## src/rtl/leta_quad_counter.sv

```systemverilog
`default_nettype none
// ============================================================================
// Module   : leta_quad_counter
// Purpose  : Four-channel filtered quadrature counter with tear-free bus read.
// Revision : 1.0
// ============================================================================
module leta_quad_counter #(
  parameter int NUM_CH     = 4,
  parameter int CNT_W      = 8,
  parameter int FILTER_LEN = 3
) (
  input  logic              clk,
  input  logic              rst,
  input  logic              ck_en,
  input  logic [NUM_CH-1:0] quad_a,
  input  logic [NUM_CH-1:0] quad_b,
  input  logic              cs_b,
  input  logic [1:0]        ad,
  input  logic              resoln,
  input  logic              test,
  output logic [CNT_W-1:0]  db_out,
  output logic              db_oe
);

  localparam int               RUN_W   = $clog2(FILTER_LEN + 1);
  localparam logic [RUN_W-1:0] RUN_MAX = RUN_W'(FILTER_LEN);
  localparam logic [0:0]       ST_IDLE = 1'b0;
  localparam logic [0:0]       ST_HOLD = 1'b1;

  // Maps {A,B} onto its position in the forward cycle 00,01,11,10.
  function automatic logic [1:0] gray_pos(input logic [1:0] s);
    return {s[1], s[1] ^ s[0]};
  endfunction

  logic [NUM_CH-1:0]            a_s1_q, a_s2_q, b_s1_q, b_s2_q;
  logic [NUM_CH-1:0][CNT_W-1:0] cnt_all;

  always_ff @(posedge clk) begin
    if (rst) begin
      a_s1_q <= '0;
      a_s2_q <= '0;
      b_s1_q <= '0;
      b_s2_q <= '0;
    end else begin
      a_s1_q <= quad_a;
      a_s2_q <= a_s1_q;
      b_s1_q <= quad_b;
      b_s2_q <= b_s1_q;
    end
  end

  for (genvar i = 0; i < NUM_CH; i++) begin : g_ch
    logic [1:0]       cur, step, samp_q, samp_d, acc_q, acc_d;
    logic [RUN_W-1:0] run_q, run_d, run_next;
    logic             prev_valid_q, prev_valid_d, accept;
    logic [CNT_W-1:0] cnt_q, cnt_d, delta;

    always_comb begin
      cur      = {a_s2_q[i], b_s2_q[i]};
      run_next = (cur != samp_q) ? RUN_W'(1) :
                 (run_q == RUN_MAX) ? RUN_MAX : run_q + 1'b1;
      accept   = (run_next == RUN_MAX) && (!prev_valid_q || (cur != acc_q));
      step     = gray_pos(cur) - gray_pos(acc_q);

      delta = '0;
      if (resoln) begin
        if (step == 2'd1)      delta = CNT_W'(1);
        else if (step == 2'd3) delta = '1;
      end else begin
        if (acc_q == 2'b10 && cur == 2'b00)      delta = CNT_W'(1);
        else if (acc_q == 2'b01 && cur == 2'b00) delta = '1;
      end

      samp_d       = samp_q;
      run_d        = run_q;
      acc_d        = acc_q;
      prev_valid_d = prev_valid_q;
      cnt_d        = cnt_q;
      if (ck_en && test) begin
        // Dropping prev_valid makes the state seen after self-test an adoption, not a count.
        cnt_d        = cnt_q + CNT_W'(1);
        prev_valid_d = 1'b0;
      end else if (ck_en) begin
        samp_d = cur;
        run_d  = run_next;
        if (accept) begin
          acc_d        = cur;
          prev_valid_d = 1'b1;
          if (prev_valid_q) cnt_d = cnt_q + delta;
        end
      end
    end

    always_ff @(posedge clk) begin
      if (rst) begin
        samp_q       <= '0;
        run_q        <= '0;
        acc_q        <= '0;
        prev_valid_q <= 1'b0;
        cnt_q        <= '0;
      end else begin
        samp_q       <= samp_d;
        run_q        <= run_d;
        acc_q        <= acc_d;
        prev_valid_q <= prev_valid_d;
        cnt_q        <= cnt_d;
      end
    end

    assign cnt_all[i] = cnt_q;
  end

  logic [0:0]       state_q, state_d;
  logic [CNT_W-1:0] rd_q, rd_d, rd_sel;

  always_comb begin
    rd_sel = '0;
    for (int k = 0; k < NUM_CH; k++) begin
      if (int'(ad) == k) rd_sel = cnt_all[k];
    end
  end

  always_ff @(posedge clk) begin
    if (rst) begin
      state_q <= ST_IDLE;
      rd_q    <= '0;
    end else begin
      state_q <= state_d;
      rd_q    <= rd_d;
    end
  end

  always_comb begin
    state_d = state_q;
    rd_d    = rd_q;
    case (state_q)
      ST_IDLE: begin
        if (!cs_b) begin
          rd_d    = rd_sel;
          state_d = ST_HOLD;
        end
      end
      ST_HOLD: begin
        if (cs_b) state_d = ST_IDLE;
      end
      default: state_d = ST_IDLE;
    endcase
  end

  always_comb begin
    db_oe  = (state_q == ST_HOLD);
    db_out = (state_q == ST_HOLD) ? rd_q : '0;
  end

endmodule
`default_nettype wire

```

## config.mk

```make
export PLATFORM = sky130hd
export DESIGN_NAME = leta_quad_counter
export DESIGN_NICKNAME = d
export VERILOG_FILES = /design/src/rtl/leta_quad_counter.sv
export SDC_FILE = /design/constraint.sdc
export NUM_CORES = 1
export LEC_CHECK = 0
export BUFFER_PORTS_ARGS = -buffer_cell sky130_fd_sc_hd__clkbuf_2
export CAP_MARGIN = 20
export CORE_AREA = 4 4 139 141
export CTS_CLUSTER_DIAMETER = 200
export DETAILED_ROUTE_END_ITERATION = 10
export DIE_AREA = 0 0 143 145
export GPL_TIMING_DRIVEN = 0
export PLACE_DENSITY = 0.45
export SKIP_CTS_REPAIR_TIMING = 1
export SYNTH_ARGS = -nofsm -noshare
export SYNTH_HDL_FRONTEND = slang
export SYNTH_SLANG_ARGS = --single-unit
```

## constraint.sdc

```tcl
create_clock -name clk -period 7.05 [get_ports clk]
set_input_delay 0.3525 -clock clk [delete_from_list [all_inputs] [get_ports clk]]
set_output_delay 0.3525 -clock clk [all_outputs]
set_load 0.01 [all_outputs]
```

# [Yosys cells after proc, flatten, opt, wreduce, memory -nomap -nowiden]
# Cells that the tools add are included.
[word_totals] regBits=85 latchBits=0 mem_bits_rw=0 mem_bits_ro=0 inputBits=16 out_inout_bits=9 elab_cells=188 mem_count=0
[op_classes] n_addsub=16 multipliers=0 div_mod_pow=0 n_lt_le_gt_ge=0 n_eq_ne=35 n_shift=0 n_mux=50 bitwise=11 n_reduce_logical=50
[op_table] cell="8-bit two-way mux" count=41
[op_table] cell="2-bit == test (second input constant)" count=18
[op_table] cell="8-bit by 1-bit adder with 8-bit output (second input constant)" count=4
[op_table] cell="8-bit adder" count=4
[op_table] cell="3-bit AND reduction" count=8
[op_table] cell="2-bit by 1-bit == test with 1-bit output (second input constant)" count=9
[op_table] cell="2-bit nonzero test" count=9
[op_table] cell="2-bit two-way mux" count=8
[op_table] cell="2-bit != test" count=8
[op_table] cell="1-bit logical AND" count=13
[op_table] cell="2-bit AND reduction" count=6
[op_table] cell="2-bit logical NOT" count=5
[op_table] cell="2-bit by 1-bit adder with 2-bit output (second input constant)" count=4
[op_table] cell="2-bit subtractor" count=4
[op_table] cell="1-bit XOR" count=8
[op_table] cell="1-bit logical NOT" count=4
[op_table] cell="1-bit logical OR" count=4
[op_table] cell="1-bit NOT" count=3
[op_table] cell="2-bit OR reduction" count=1
[op_table] cell="1-bit two-way mux" count=1

# [Longest topological paths before layout]
[logic_depth] ltp_word=11 depth_mapped=16 mapped_depth_nobuf=15

# [Worst setup path before layout]
# No wires, ideal clock.
[synth_timing] path_type="reg-to-reg" start="register a_s2_q[1]" end="register g_ch[1].cnt_q[6]" setup_ns=0.132 arrival_ns=3.013 required_time_ns=6.918 path_slack_ns=3.905 path_stages_with_launch=15 n_path_buf=1 period_less_slack_ns=3.145 path_cell_list="dfxtp_1 -> buf_2 -> inv_1 -> ha_1 -> inv_1 -> ha_1 -> nor2b_1 -> a32oi_1 -> nor2_1 -> ha_1 -> nor2b_1 -> o31a_1 -> o211a_1 -> o41ai_1 -> a21oi_1"
[synth_between] elab_chain_cells=11 word_cells_on_any_way=25 cone_classes="add/sub (2); eq/ne (5); mux (10); bitwise (1); reduce/logical (7)"
[synth_lines] element="from (decl)" line_no="35" source="logic [NUM_CH-1:0] a_s1_q, a_s2_q, b_s1_q, b_s2_q;"
[synth_lines] element="from (signal assigned)" line_no="46" source="a_s2_q <= a_s1_q;"
[synth_lines] element="1-bit XOR" line_no="32" source="return {s[1], s[1] ^ s[0]};"
[synth_lines] element="2-bit subtractor" line_no="63" source="step = gray_pos(cur) - gray_pos(acc_q);"
[synth_lines] element="2-bit == test" line_no="68" source="else if (step == 2'd3) delta = '1;"
[synth_lines] element="8-bit two-way mux" line_no="68"
[synth_lines] element="8-bit two-way mux" line_no="67" source="if (step == 2'd1) delta = CNT_W'(1);"
[synth_lines] element="8-bit two-way mux" line_no="66" source="if (resoln) begin"
[synth_lines] element="8-bit adder" line_no="89" source="if (prev_valid_q) cnt_d = cnt_q + delta;"
[synth_lines] element="8-bit two-way mux" line_no="89"
[synth_lines] element="8-bit two-way mux" line_no="86" source="if (accept) begin"
[synth_lines] element="8-bit two-way mux" line_no="83" source="end else if (ck_en) begin"
[synth_lines] element="8-bit two-way mux" line_no="79" source="if (ck_en && test) begin"
[synth_lines] element="to (signal assigned)" line_no="106" source="cnt_q <= cnt_d;"
[synth_lines] element="to (decl)" line_no="56" source="logic [CNT_W-1:0] cnt_q, cnt_d, delta;"
# Several ways; a longest one is shown, not always the timed one. The select of a mux whose other input is x is not followed.
# A chain may end at the register's enable or synchronous reset.

# [Final worst setup path]
[layout_timing] start="register a_s2_q[2]" end="register g_ch[2].cnt_q[5]"
[layout_between] elab_chain_cells=11 word_cells_on_any_way=25 cone_classes="add/sub (2); eq/ne (5); mux (10); bitwise (1); reduce/logical (7)"
[layout_lines] element="1-bit XOR" line_no="32"
[layout_lines] element="2-bit subtractor" line_no="63"
[layout_lines] element="2-bit == test" line_no="68"
[layout_lines] element="8-bit two-way mux" line_no="68"
[layout_lines] element="8-bit two-way mux" line_no="67"
[layout_lines] element="8-bit two-way mux" line_no="66"
[layout_lines] element="8-bit adder" line_no="89"
[layout_lines] element="8-bit two-way mux" line_no="89"
[layout_lines] element="8-bit two-way mux" line_no="86"
[layout_lines] element="8-bit two-way mux" line_no="83"
[layout_lines] element="8-bit two-way mux" line_no="79"
[layout_lines] element="to (signal assigned)" line_no="106"
[layout_lines] element="to (decl)" line_no="56"
# Several ways; a longest one is shown, not always the timed one. The select of a mux whose other input is x is not followed.

==> impl_metrics.tcl <==
set metrics [dict create \
    syn_to_final_growth_pct 13.08 \
    die_w_um 143 \
    regArea_sq_um 1702 \
    yosysWarningCount 0 \
    cts_tree "done" \
    worst_slew_pin_slew_ns 0.7964 \
    synth_ff_type "dfxtp_1" \
    slowest_delay_ns 0.56 \
    netlist_instances 632 \
    nets 722 \
    synthAdderAreaFrac_pct 10.56 \
    overflow 0 \
    status "complete, no violations" \
    critPathMaxFanout 9 \
    cp_common_cell "ha_1" \
    place.gp.congestion 0.8091 \
    worstRegToRegCells 14 \
    drv_cap 0 \
    dieArea_sq_um 20740 \
    synth.avg_cell_area_sq_um 8.509 \
    worstHoldEndpoint "b_s1_q[1]" \
    rows 49 \
    synthXorXnorAreaFrac_pct 5.491 \
    synthDistinctLibCells 57 \
    grt_pass1_vias 4462 \
    dp_hpwl_mm 10.68 \
    cts-buffers-inserted 9 \
    start_util_pct 29.94 \
    final_common_cell "dfxtp_1" \
    fp.dieH_um 145 \
    start_kind "flip-flop" \
    detail-route-antenna-nets 0 \
    fmax_mhz 269.3 \
    cts_buffer_depth 2 \
    hold_path_depth 2 \
    crit_required_ns 7.26 \
    synth_compound_area_share_pct 18.80 \
    ctsHtreeMaxLevel 3 \
    fin_crit_sh_pct 52.67 \
    synth-edff-count 0 \
    async_flop_share_pct 0 \
    report.final.slew_viol_count 0 \
    synth_seq_area_share_pct 31.64 \
    hold_path_class "in -> reg" \
    port_buffers 20 \
    setup_violations 0 \
    rsz0062_at_grt "false" \
    holdWs_ns 0.2009 \
    via_count 4505 \
    fillCellCount 1887 \
    synth_fp_nets 691 \
    clock_latency_ns 0.35 \
    layout-drive-gt1-share_pct 9.731 \
    r2r_start "a_s2_q[2]" \
    mostFrequentLayoutCells "85 x dfxtp_1, 65 x nand2_1, 55 x nor2_1" \
    power_leakage_nw 2.355 \
    gr-usage-all-layers_pct 13.93 \
    ff2ff_setup_slack_ns 3.34 \
    antenna_cells 0 \
    syn_area_sq_um 5378 \
    yosys.area_share.simple_pct 20.64 \
    clkTransAtPathRegs_ns 0.07 \
    wl_per_cell_um 15.45 \
    grt_pass1_wl_mm 22.98 \
    worstReg2RegEnd "g_ch[2].cnt_q[5]" \
    peakVddDrop_uv 140.9 \
    grt_max_degree 18 \
    cts_root_buf "clkbuf_16" \
    drc 0 \
    slowest_stage "nor2_1" \
    p_per_area_nw_per_um2 183.0 \
    synth.mux.area_fraction_pct 7.376 \
    fin_tns_setup_ns 0 \
    max_slew_margin_pct 46.91 \
    worstPathArrival_ns 3.93 \
    hold_start "quad_b[1]" \
    cp_cell_sequence "buf_2 > inv_1 > ha_1 > inv_1 > ha_1 > nor2b_1 > a32oi_1 > nor2_1 > ha_1 > a21oi_1 > o21ai_0 > and3b_1 > o41ai_1 > a21oi_1" \
    core-area_sq_um 17960 \
    clock-sinks 85 \
    drt_wl_total_mm 13.86 \
    drt-initial-drc-count 243 \
    antenna_found_initial 0 \
    critPathKind "reg -> reg" \
    clock_skew_ns 0.006220 \
    finalHoldViolations 0 \
    timing.final.crit_period_ns 3.713 \
    ios 25 \
    synth-seq-cells 85 \
    viasPerCell 5.022 \
    drtPass1Iterations 4 \
    multi_input_area_sq_um 3381 \
    final_cells 897 \
    placed_cells 881 \
    synth_top_family_by_area "simple AND/OR/NAND/NOR gates" \
    worst_setup_path_end_kind "flip-flop" \
]
-- Yosys cell counts, types with 4 or more instances --
cell      number  share of area, %
and2_1         9               1.0
a32oi_1        4              0.65
o21ai_2        5              0.81
o211a_1        5              0.93
dfxtp_1       85                32
mux4_2         8               3.4
inv_1         48               3.4
mux2i_1       16               3.0
nor2b_1       38               4.4
nand2_1       65               4.5
a21oi_1       45               4.2
o211ai_1       6              0.84
fa_1           4               1.5
xnor2_1       11               1.8
nand4_1        6              0.70
a21boi_1       4              0.56
nor3_1        12               1.1
xor2_1        10               1.6
nand2b_1       6              0.70
o21a_1        12               1.7
o21ai_0       30               2.8
buf_2          5              0.47
a211oi_1      15               2.1
ha_1          39               9.1
clkbuf_1      20               1.4
nor4_1         4              0.47
nor2_1        55               3.8
nand3_1        8              0.74
-- power breakdown --
group | switching [mW] | internal (mW) | total, mW
clock | 0.228 | 0.284 | 0.511
sequential | 0.0103 | 0.492 | 0.503
combinational | 0.0611 | 0.0373 | 0.0984
total | 0.299 | 0.813 | 1.11
-- how the worst max path moves through the flow --
stage                         start          endpoint  slack [ns]  cells after the start
after floorplan           a_s2_q[1]  g_ch[1].cnt_q[6]        3.90                     14
after global placement    a_s2_q[2]  g_ch[2].cnt_q[5]        3.36                     14
after detailed placement  a_s2_q[2]  g_ch[2].cnt_q[5]        3.35                     14
after CTS                 a_s2_q[2]  g_ch[2].cnt_q[5]        3.32                     14
after global routing      a_s2_q[2]  g_ch[2].cnt_q[5]        2.98                     14
final                     a_s2_q[2]  g_ch[2].cnt_q[5]        3.34                     14
-- routing by layer --
metal / vias up / track usage [%] / wire [um]
li1: 2284 / - / -
met1: 2141 / 18.73 / 6717
met2: 65 / 22.79 / 6508
met3: 15 / 2.172 / 420
met4: 0 / 4.563 / 213
met5: - / 0 / 0
-- worst max-delay path: cells and delay by family (launching register included) --
| kind | cells | cell delay [ns] |
|---|---|---|
| adders and majority gates | 3 | 0.96 |
| buffers and inverters | 3 | 0.28 |
| AOI/OAI and AO/OA | 5 | 1.14 |
| and+or+nand+nor | 3 | 0.90 |
| DFF | 1 | 0.30 |
-- flip-flops by register name, summed over array words and instances (netlist names) --
name               flops
g_ch.samp_q            8
a_s1_q                 4
g_ch.prev_valid_q      4
b_s1_q                 4
g_ch.acc_q             8
b_s2_q                 4
rd_q                   8
a_s2_q                 4
db_oe                  1
g_ch.cnt_q            32
g_ch.run_q             8
-- stage by stage --
| stage | setup slack [ns] | util (%) | power, mW | instance area [sq um] |
|---|---|---|---|---|
| global placement | 3.359 | 32.09 | 0.6114 | 5764 |
| detailed placement | 3.352 | 32.09 | 0.6134 | 5764 |
| CTS | 3.319 | 33.85 | 1.126 | 6081 |
| finish | 3.337 | 33.85 | 1.112 | 6081 |
| floorplan | 3.905 | - | 0.5811 | 5378 |
| global route | 2.981 | 33.85 | 1.159 | 6081 |
-- final cells by class --
| type | count | area share, % |
|---|---|---|
| multi-input cells | 472 | 55.60 |
| repair buffers | 20 | 1.646 |
| plain buffers | 27 | 1.893 |
| clock inverters | 7 | 1.502 |
| well taps | 229 | 4.712 |
| flip-flops and latches | 85 | 27.98 |
| clock buffers | 9 | 3.704 |
| inverters | 48 | 2.963 |
-- cells by family after synthesis --
family / after synthesis
AO/OA/AOI/OAI: 152
XOR/XNOR: 26
adder cells (fa/ha/maj): 43
buffers and inverters: 75
flip-flops: 85
multiplexers: 29
AND/OR/NAND/NOR: 222
Note: power is estimated with default switching activity, not from simulation.
